`src/rtl/mem_arb_pkg.sv`:
```
// Shared definitions for the core RAM arbiter: FSM state encodings and port indices.
package mem_arb_pkg;

  typedef enum logic [1:0] {
    IDLE = 2'd0,
    OWN0 = 2'd1,
    OWN1 = 2'd2
  } arbState_t;

  localparam logic PORT_CORE = 1'b0;
  localparam logic PORT_AUX  = 1'b1;

endpackage

```
`src/rtl/arb_read_return.sv`:
```
// Per-port read-return register: captures RAM read data on a granted read and
// raises a one-cycle valid pulse alongside it.
module arb_read_return
  import mem_arb_pkg::*;
#(
  parameter int RAM_DATA_WIDTH = 32
) (
  input  logic                      clk,
  input  logic                      reset,
  input  logic                      capture,
  input  logic [RAM_DATA_WIDTH-1:0] ramReadData,
  output logic [RAM_DATA_WIDTH-1:0] readData,
  output logic                      readValid
);

  logic [RAM_DATA_WIDTH-1:0] readData_p1;
  logic                      vld_p1;

  // Stage p1: data loads only on a granted read, so high-Z from an idle RAM never lands here.
  always_ff @(posedge clk) begin
    if (reset) begin
      readData_p1 <= '0;
      vld_p1      <= 1'b0;
    end else begin
      vld_p1 <= capture;
      if (capture) begin
        readData_p1 <= ramReadData;
      end
    end
  end

  assign readData  = readData_p1;
  assign readValid = vld_p1;

endmodule

```
`src/rtl/ram_arbiter.sv`:
```
// Round-robin arbiter with bounded bursts sharing the single-port core RAM
// between the core load/store path (port 0) and an auxiliary master (port 1).
module ram_arbiter
  import mem_arb_pkg::*;
#(
  parameter int RAM_ADDR_WIDTH = 32,
  parameter int RAM_DATA_WIDTH = 32,
  parameter int MAX_BURST      = 4
) (
  input  logic                      clk,
  input  logic                      reset,

  input  logic                      p0Req,
  input  logic                      p0WriteEnable,
  input  logic [RAM_ADDR_WIDTH-1:0] p0Address,
  input  logic [RAM_DATA_WIDTH-1:0] p0WriteData,
  output logic                      p0Grant,
  output logic [RAM_DATA_WIDTH-1:0] p0ReadData,
  output logic                      p0ReadValid,

  input  logic                      p1Req,
  input  logic                      p1WriteEnable,
  input  logic [RAM_ADDR_WIDTH-1:0] p1Address,
  input  logic [RAM_DATA_WIDTH-1:0] p1WriteData,
  output logic                      p1Grant,
  output logic [RAM_DATA_WIDTH-1:0] p1ReadData,
  output logic                      p1ReadValid,

  output logic [RAM_ADDR_WIDTH-1:0] ramAddress,
  output logic [RAM_DATA_WIDTH-1:0] ramWriteData,
  output logic                      ramWriteEnable,
  output logic                      ramReadEnable,
  input  logic [RAM_DATA_WIDTH-1:0] ramReadData
);

  localparam int BW = $clog2(MAX_BURST + 1);
  localparam logic [BW-1:0] MAX_CNT = BW'(MAX_BURST);

  arbState_t     state, stateNext;
  logic [BW-1:0] burstCount, burstCountNext;
  logic          lastOwner, lastOwnerNext;
  logic          grant0, grant1;

  function automatic logic [BW-1:0] satInc(input logic [BW-1:0] c);
    return (c >= MAX_CNT) ? MAX_CNT : c + BW'(1);
  endfunction

  always_ff @(posedge clk) begin
    if (reset) begin
      state      <= IDLE;
      burstCount <= '0;
      lastOwner  <= PORT_AUX;
    end else begin
      state      <= stateNext;
      burstCount <= burstCountNext;
      lastOwner  <= lastOwnerNext;
    end
  end

  // Winner selection: a lone requester always wins; contention honours the burst limit.
  always_comb begin
    grant0         = 1'b0;
    grant1         = 1'b0;
    stateNext      = IDLE;
    burstCountNext = '0;
    lastOwnerNext  = lastOwner;

    if (!reset) begin
      if (p0Req && p1Req) begin
        case (state)
          OWN0: begin
            grant0 = (burstCount < MAX_CNT);
            grant1 = !(burstCount < MAX_CNT);
          end
          OWN1: begin
            grant1 = (burstCount < MAX_CNT);
            grant0 = !(burstCount < MAX_CNT);
          end
          default: begin
            grant0 = (lastOwner == PORT_AUX);
            grant1 = (lastOwner == PORT_CORE);
          end
        endcase
      end else begin
        grant0 = p0Req;
        grant1 = p1Req;
      end

      if (grant0) begin
        stateNext      = OWN0;
        lastOwnerNext  = PORT_CORE;
        burstCountNext = (state == OWN0) ? satInc(burstCount) : BW'(1);
      end else if (grant1) begin
        stateNext      = OWN1;
        lastOwnerNext  = PORT_AUX;
        burstCountNext = (state == OWN1) ? satInc(burstCount) : BW'(1);
      end
    end
  end

  always_comb begin
    ramAddress     = '0;
    ramWriteData   = '0;
    ramWriteEnable = 1'b0;
    ramReadEnable  = 1'b0;
    if (grant0) begin
      ramAddress     = p0Address;
      ramWriteData   = p0WriteData;
      ramWriteEnable = p0WriteEnable;
      ramReadEnable  = !p0WriteEnable;
    end else if (grant1) begin
      ramAddress     = p1Address;
      ramWriteData   = p1WriteData;
      ramWriteEnable = p1WriteEnable;
      ramReadEnable  = !p1WriteEnable;
    end
  end

  assign p0Grant = grant0;
  assign p1Grant = grant1;

  arb_read_return #(.RAM_DATA_WIDTH(RAM_DATA_WIDTH)) uReturn0 (
    .clk         (clk),
    .reset       (reset),
    .capture     (grant0 && !p0WriteEnable),
    .ramReadData (ramReadData),
    .readData    (p0ReadData),
    .readValid   (p0ReadValid)
  );

  arb_read_return #(.RAM_DATA_WIDTH(RAM_DATA_WIDTH)) uReturn1 (
    .clk         (clk),
    .reset       (reset),
    .capture     (grant1 && !p1WriteEnable),
    .ramReadData (ramReadData),
    .readData    (p1ReadData),
    .readValid   (p1ReadValid)
  );

endmodule

```
`config.mk`:
```
export PLATFORM = sky130hd
export DESIGN_NAME = ram_arbiter
export DESIGN_NICKNAME = d
export VERILOG_FILES = /design/src/rtl/mem_arb_pkg.sv /design/src/rtl/arb_read_return.sv /design/src/rtl/ram_arbiter.sv
export SDC_FILE = /design/constraint.sdc
export NUM_CORES = 1
export LEC_CHECK = 0
export CAP_MARGIN = 20
export CORE_AREA = 2 2 115 117
export DETAILED_ROUTE_END_ITERATION = 16
export DIE_AREA = 0 0 117 119
export DONT_BUFFER_PORTS = 1
export PLACE_DENSITY_LB_ADDON = 0.3
export RECOVER_POWER = 25
export REMOVE_ABC_BUFFERS = 1
export SETUP_SLACK_MARGIN = 0.2
export SKIP_LAST_GASP = 1
export SLEW_MARGIN = 15
export SYNTH_ARGS = -nofsm -noshare
export SYNTH_HDL_FRONTEND = slang
export SYNTH_SLANG_ARGS = --single-unit
```
`constraint.sdc`:
```
create_clock -name clk -period 2.2 [get_ports clk]
set_clock_uncertainty 0.1 [all_clocks]
set_input_delay 0.33 -clock clk [delete_from_list [all_inputs] [get_ports clk]]
set_output_delay 0.33 -clock clk [all_outputs]
set_load 0.03 [all_outputs]
```
==> flow_summary.toml, run 1 <==
[final_layout]
layout.cells.non_filler = 667
drive_gt1_share_pct = 43.4
seqCellArea_sq_um = 1450
final_util_pct = 50.4
fin_nets = 656
area_growth_pct = 75.6
multi_input_area_sq_um = 2310
nFillCells = 1122

[clock_tree]
clk_latency_ns = 0.33
cts_buffer_depth = 2
cts_buffers = 9
h-tree-depth = 3
clock-sinks = 72
cts_tree = "built"
cts_root_buf = "clkbuf_16"
path_clk_slew_ns = 0.06

[timing]
fmax_mhz = 371
period_share_pct = 122
fin_ws_ns = -0.492
final-hold-violation-count = 0
rsz0062_at_grt = "yes"
slew_headroom_pct = 73.6
drv_slew = 0
layout_min_cycle_time_ns = 2.69
worstMarginPinSlew_ns = 0.386
setup_violations = 133

[yosys]
ys_top_cells_by_area = "dfxtp_1, a22o_1, mux2_4"
ys_ff_latch = 72
yosys_warnings = 0
netlist_instances = 371
avgSynthCellArea_sq_um = 9.95
synth_edf_count = 0
synthesis.area_sq_um = 3690
synth_top_area_cell = "dfxtp_1"
ys.flop_type = "dfxtp_1"
ys_seq_area_share_pct = 39.0
async_flop_share_pct = 0
synthDistinctLibCells = 32
yosysTopAreaCellShare_pct = 39.0

[power]
ir_drop_mv = 0.367
p_seq_share_pct = 35.2
p_leak_uw = 0.00279
power.switching_uw = 1270
p_clk_share_pct = 37.6
power_density_nw_per_um2 = 688
swShare_pct = 28.4
internal_power_uw = 3190
comb_power_share_pct = 27.2

[floorplanning]
io_pins = 300
row_count = 42
coreArea_sq_um = 12900
die_h_um = 119
die-area_sq_um = 13900
start_util_pct = 28.7
die_w_um = 117

[worst_setup_path]
required_ns = 1.77
cp.arrival_ns = 2.26
crit_fanout = 8
worstSetupStartpointType = "flop"
reg2regPathDepth = 14
end_kind = "output port"
crit_type = "reg2out"

[detailed_routing]
drtAntennaViolNets = 0
avgRoutedWirePerCell_um = 26.7
drt_iter0_drc = 190
via_per_inst = 5.29
vias = 3528
drc = 0
drt_pass1_iterations = 7
drt_wl_total_um = 17800

[global_routing]
antenna_found_initial = 2
grt_pass1_wl_um = 22300
grt-ovfl-total = 0
grt_pass1_vias = 3427
grt_max_degree = 38
track_usage_pct = 22.1

[outcome]
violations = "negative setup slack"
status = "finished with violations"

[hold_path]
whs_path_depth = 2
hold_path_class = "in2reg"

[placed_design]
gp_congestion = 0.883
post-place-cells = 600
hpwl_um = 11800
port_buffers = 0

[flow_run]
maxCapViolCount = 0
## worst paths after layout
| kind | start | endpoint | slack (ns) |
|---|---|---|---|
| worst min register to register | lastOwner$_SDFFE_PP1P_ | lastOwner$_SDFFE_PP1P_ | 0.43 |
| worst max-delay path | state[0]$_SDFF_PP0_ | ramWriteData[6] | -0.49 |
| worst max register to register | state[0]$_SDFF_PP0_ | uReturn0.readData[5]$_SDFFE_PP0P_ | -0.29 |
| worst min-delay path | ramReadData[26] | uReturn0.readData[26]$_SDFFE_PP0P_ | 0.01 |
## kinds of logic after synthesis
kind of cell               count (synthesis)  share of synthesized area (%)
and+or+nand+nor                          143                           20.7
AOI/OAI and AO/OA                         78                           18.4
DFF                                       72                           39.0
buffers and inverters                     38                           6.54
muxes                                     34                           13.3
adders and majority gates                  6                           2.03
## layout make-up
class	instances	area share (%)
flip-flops and latches	72	22.3
multi-input cells	261	35.7
clock buffers	11	3.74
repair buffers	134	32.8
clock inverters	5	1.60
inverters	6	0.386
well taps	176	3.40
diodes	2	0.0772
## power groups by stage
stage,Sequential [uW],Clock [uW],Combinational (uW)
after floorplan,1580,0,493
after global placement,1600,0,927
after detailed placement,1600,0,944
after CTS,1570,1710,1080
after global routing,1580,1780,1260
final,1570,1680,1210
## synth_stat cells (2+ instances only)
| master | instances |
|---|---|
| dfxtp_1 | 72 |
| nand2_1 | 68 |
| a22o_1 | 64 |
| nor2b_1 | 33 |
| nand3b_1 | 32 |
| mux2_4 | 29 |
| clkbuf_1 | 11 |
| buf_6 | 10 |
| buf_2 | 7 |
| ha_1 | 6 |
| inv_1 | 5 |
| o21ai_0 | 5 |
| buf_4 | 4 |
| mux2_2 | 4 |
| a21oi_1 | 2 |
| and3b_1 | 2 |
| nand4_1 | 2 |
## critical path, stage by stage (launching register included)
cell and delay (ns):
dfxtp_2 0.32, buf_6 0.12, ha_4 0.16, mux2_4 0.26
o31a_1 0.28, and3_4 0.23, clkbuf_16 0.19, a22o_1 0.22
buf_12 0.15
## through the flow
stage | TNS, ns | instance area (sq um) | hold WS, ns | setup WS [ns] | total power (uW)
2_1_floorplan | -205.77 | 3470 | 0.320 | -2.24 | 2070
3_3_place_gp | -17.31 | 5020 | 0.331 | -0.321 | 2520
3_5_place_dp | -21.38 | 5020 | 0.335 | -0.377 | 2540
4_1_cts | -35.02 | 5910 | 0.000402 | -0.498 | 4370
5_1_grt | -51.59 | 6480 | -0.00287 | -0.555 | 4620
6_report | -42.49 | 6480 | 0.00991 | -0.492 | 4460
## cell usage in the layout, fill, tap and decap left out, drive strengths merged
master,count
o21ai,5
nand3,1
a22o,64
buf,110
ha,6
mux2i,1
or2,1
inv,5
a31oi,1
a21oi,2
mux2,33
clkbuf,19
nor2b,33
clkinv,3
o31a,1
and3,1
a2111oi,3
nor2,1
nand3b,32
and3b,2
a21o,1
dfxtp,72
and2,1
nand2b,1
diode,2
nand4,2
a211o,1
dlygate4sd3,16
bufinv,3
nand2,68
## state kept, by name (all words and copies together), names as in the netlist
register / cells
uReturn0.readData: 32
uReturn1.readData: 32
burstCount: 3
state: 2
lastOwner: 1
uReturn0.readValid: 1
uReturn1.readValid: 1
## layer usage
layer  part of all wire [%]  wire (um)  track usage, %  vias to the layer above
met4                    2.5        450            7.72                        0
met1                     32       5730            20.9                     1706
met2                     52       9230            39.3                      237
li1                       -          -               -                     1555
met3                     13       2370            12.5                       30
met5                      0          0               0                        -
## what timing repair did
action / 4_1_cts / 5_1_grt
gates resized for setup: 37 / 40
pin swaps: 8 / 9
setup buffers: 9 / 8
hold endpoints to repair: 10 / 6
hold buffers: 10 / 6
setup endpoints to repair: 134 / 136
cloned: 8 / 8
Note: power is estimated with default switching activity, not from simulation.
==> run 2, diff against run 1 <==
- SLEW_MARGIN: 15 -> 10
==> results of run 2 <==
No change in the layout: final DEF, timing and power equal those of run 1.
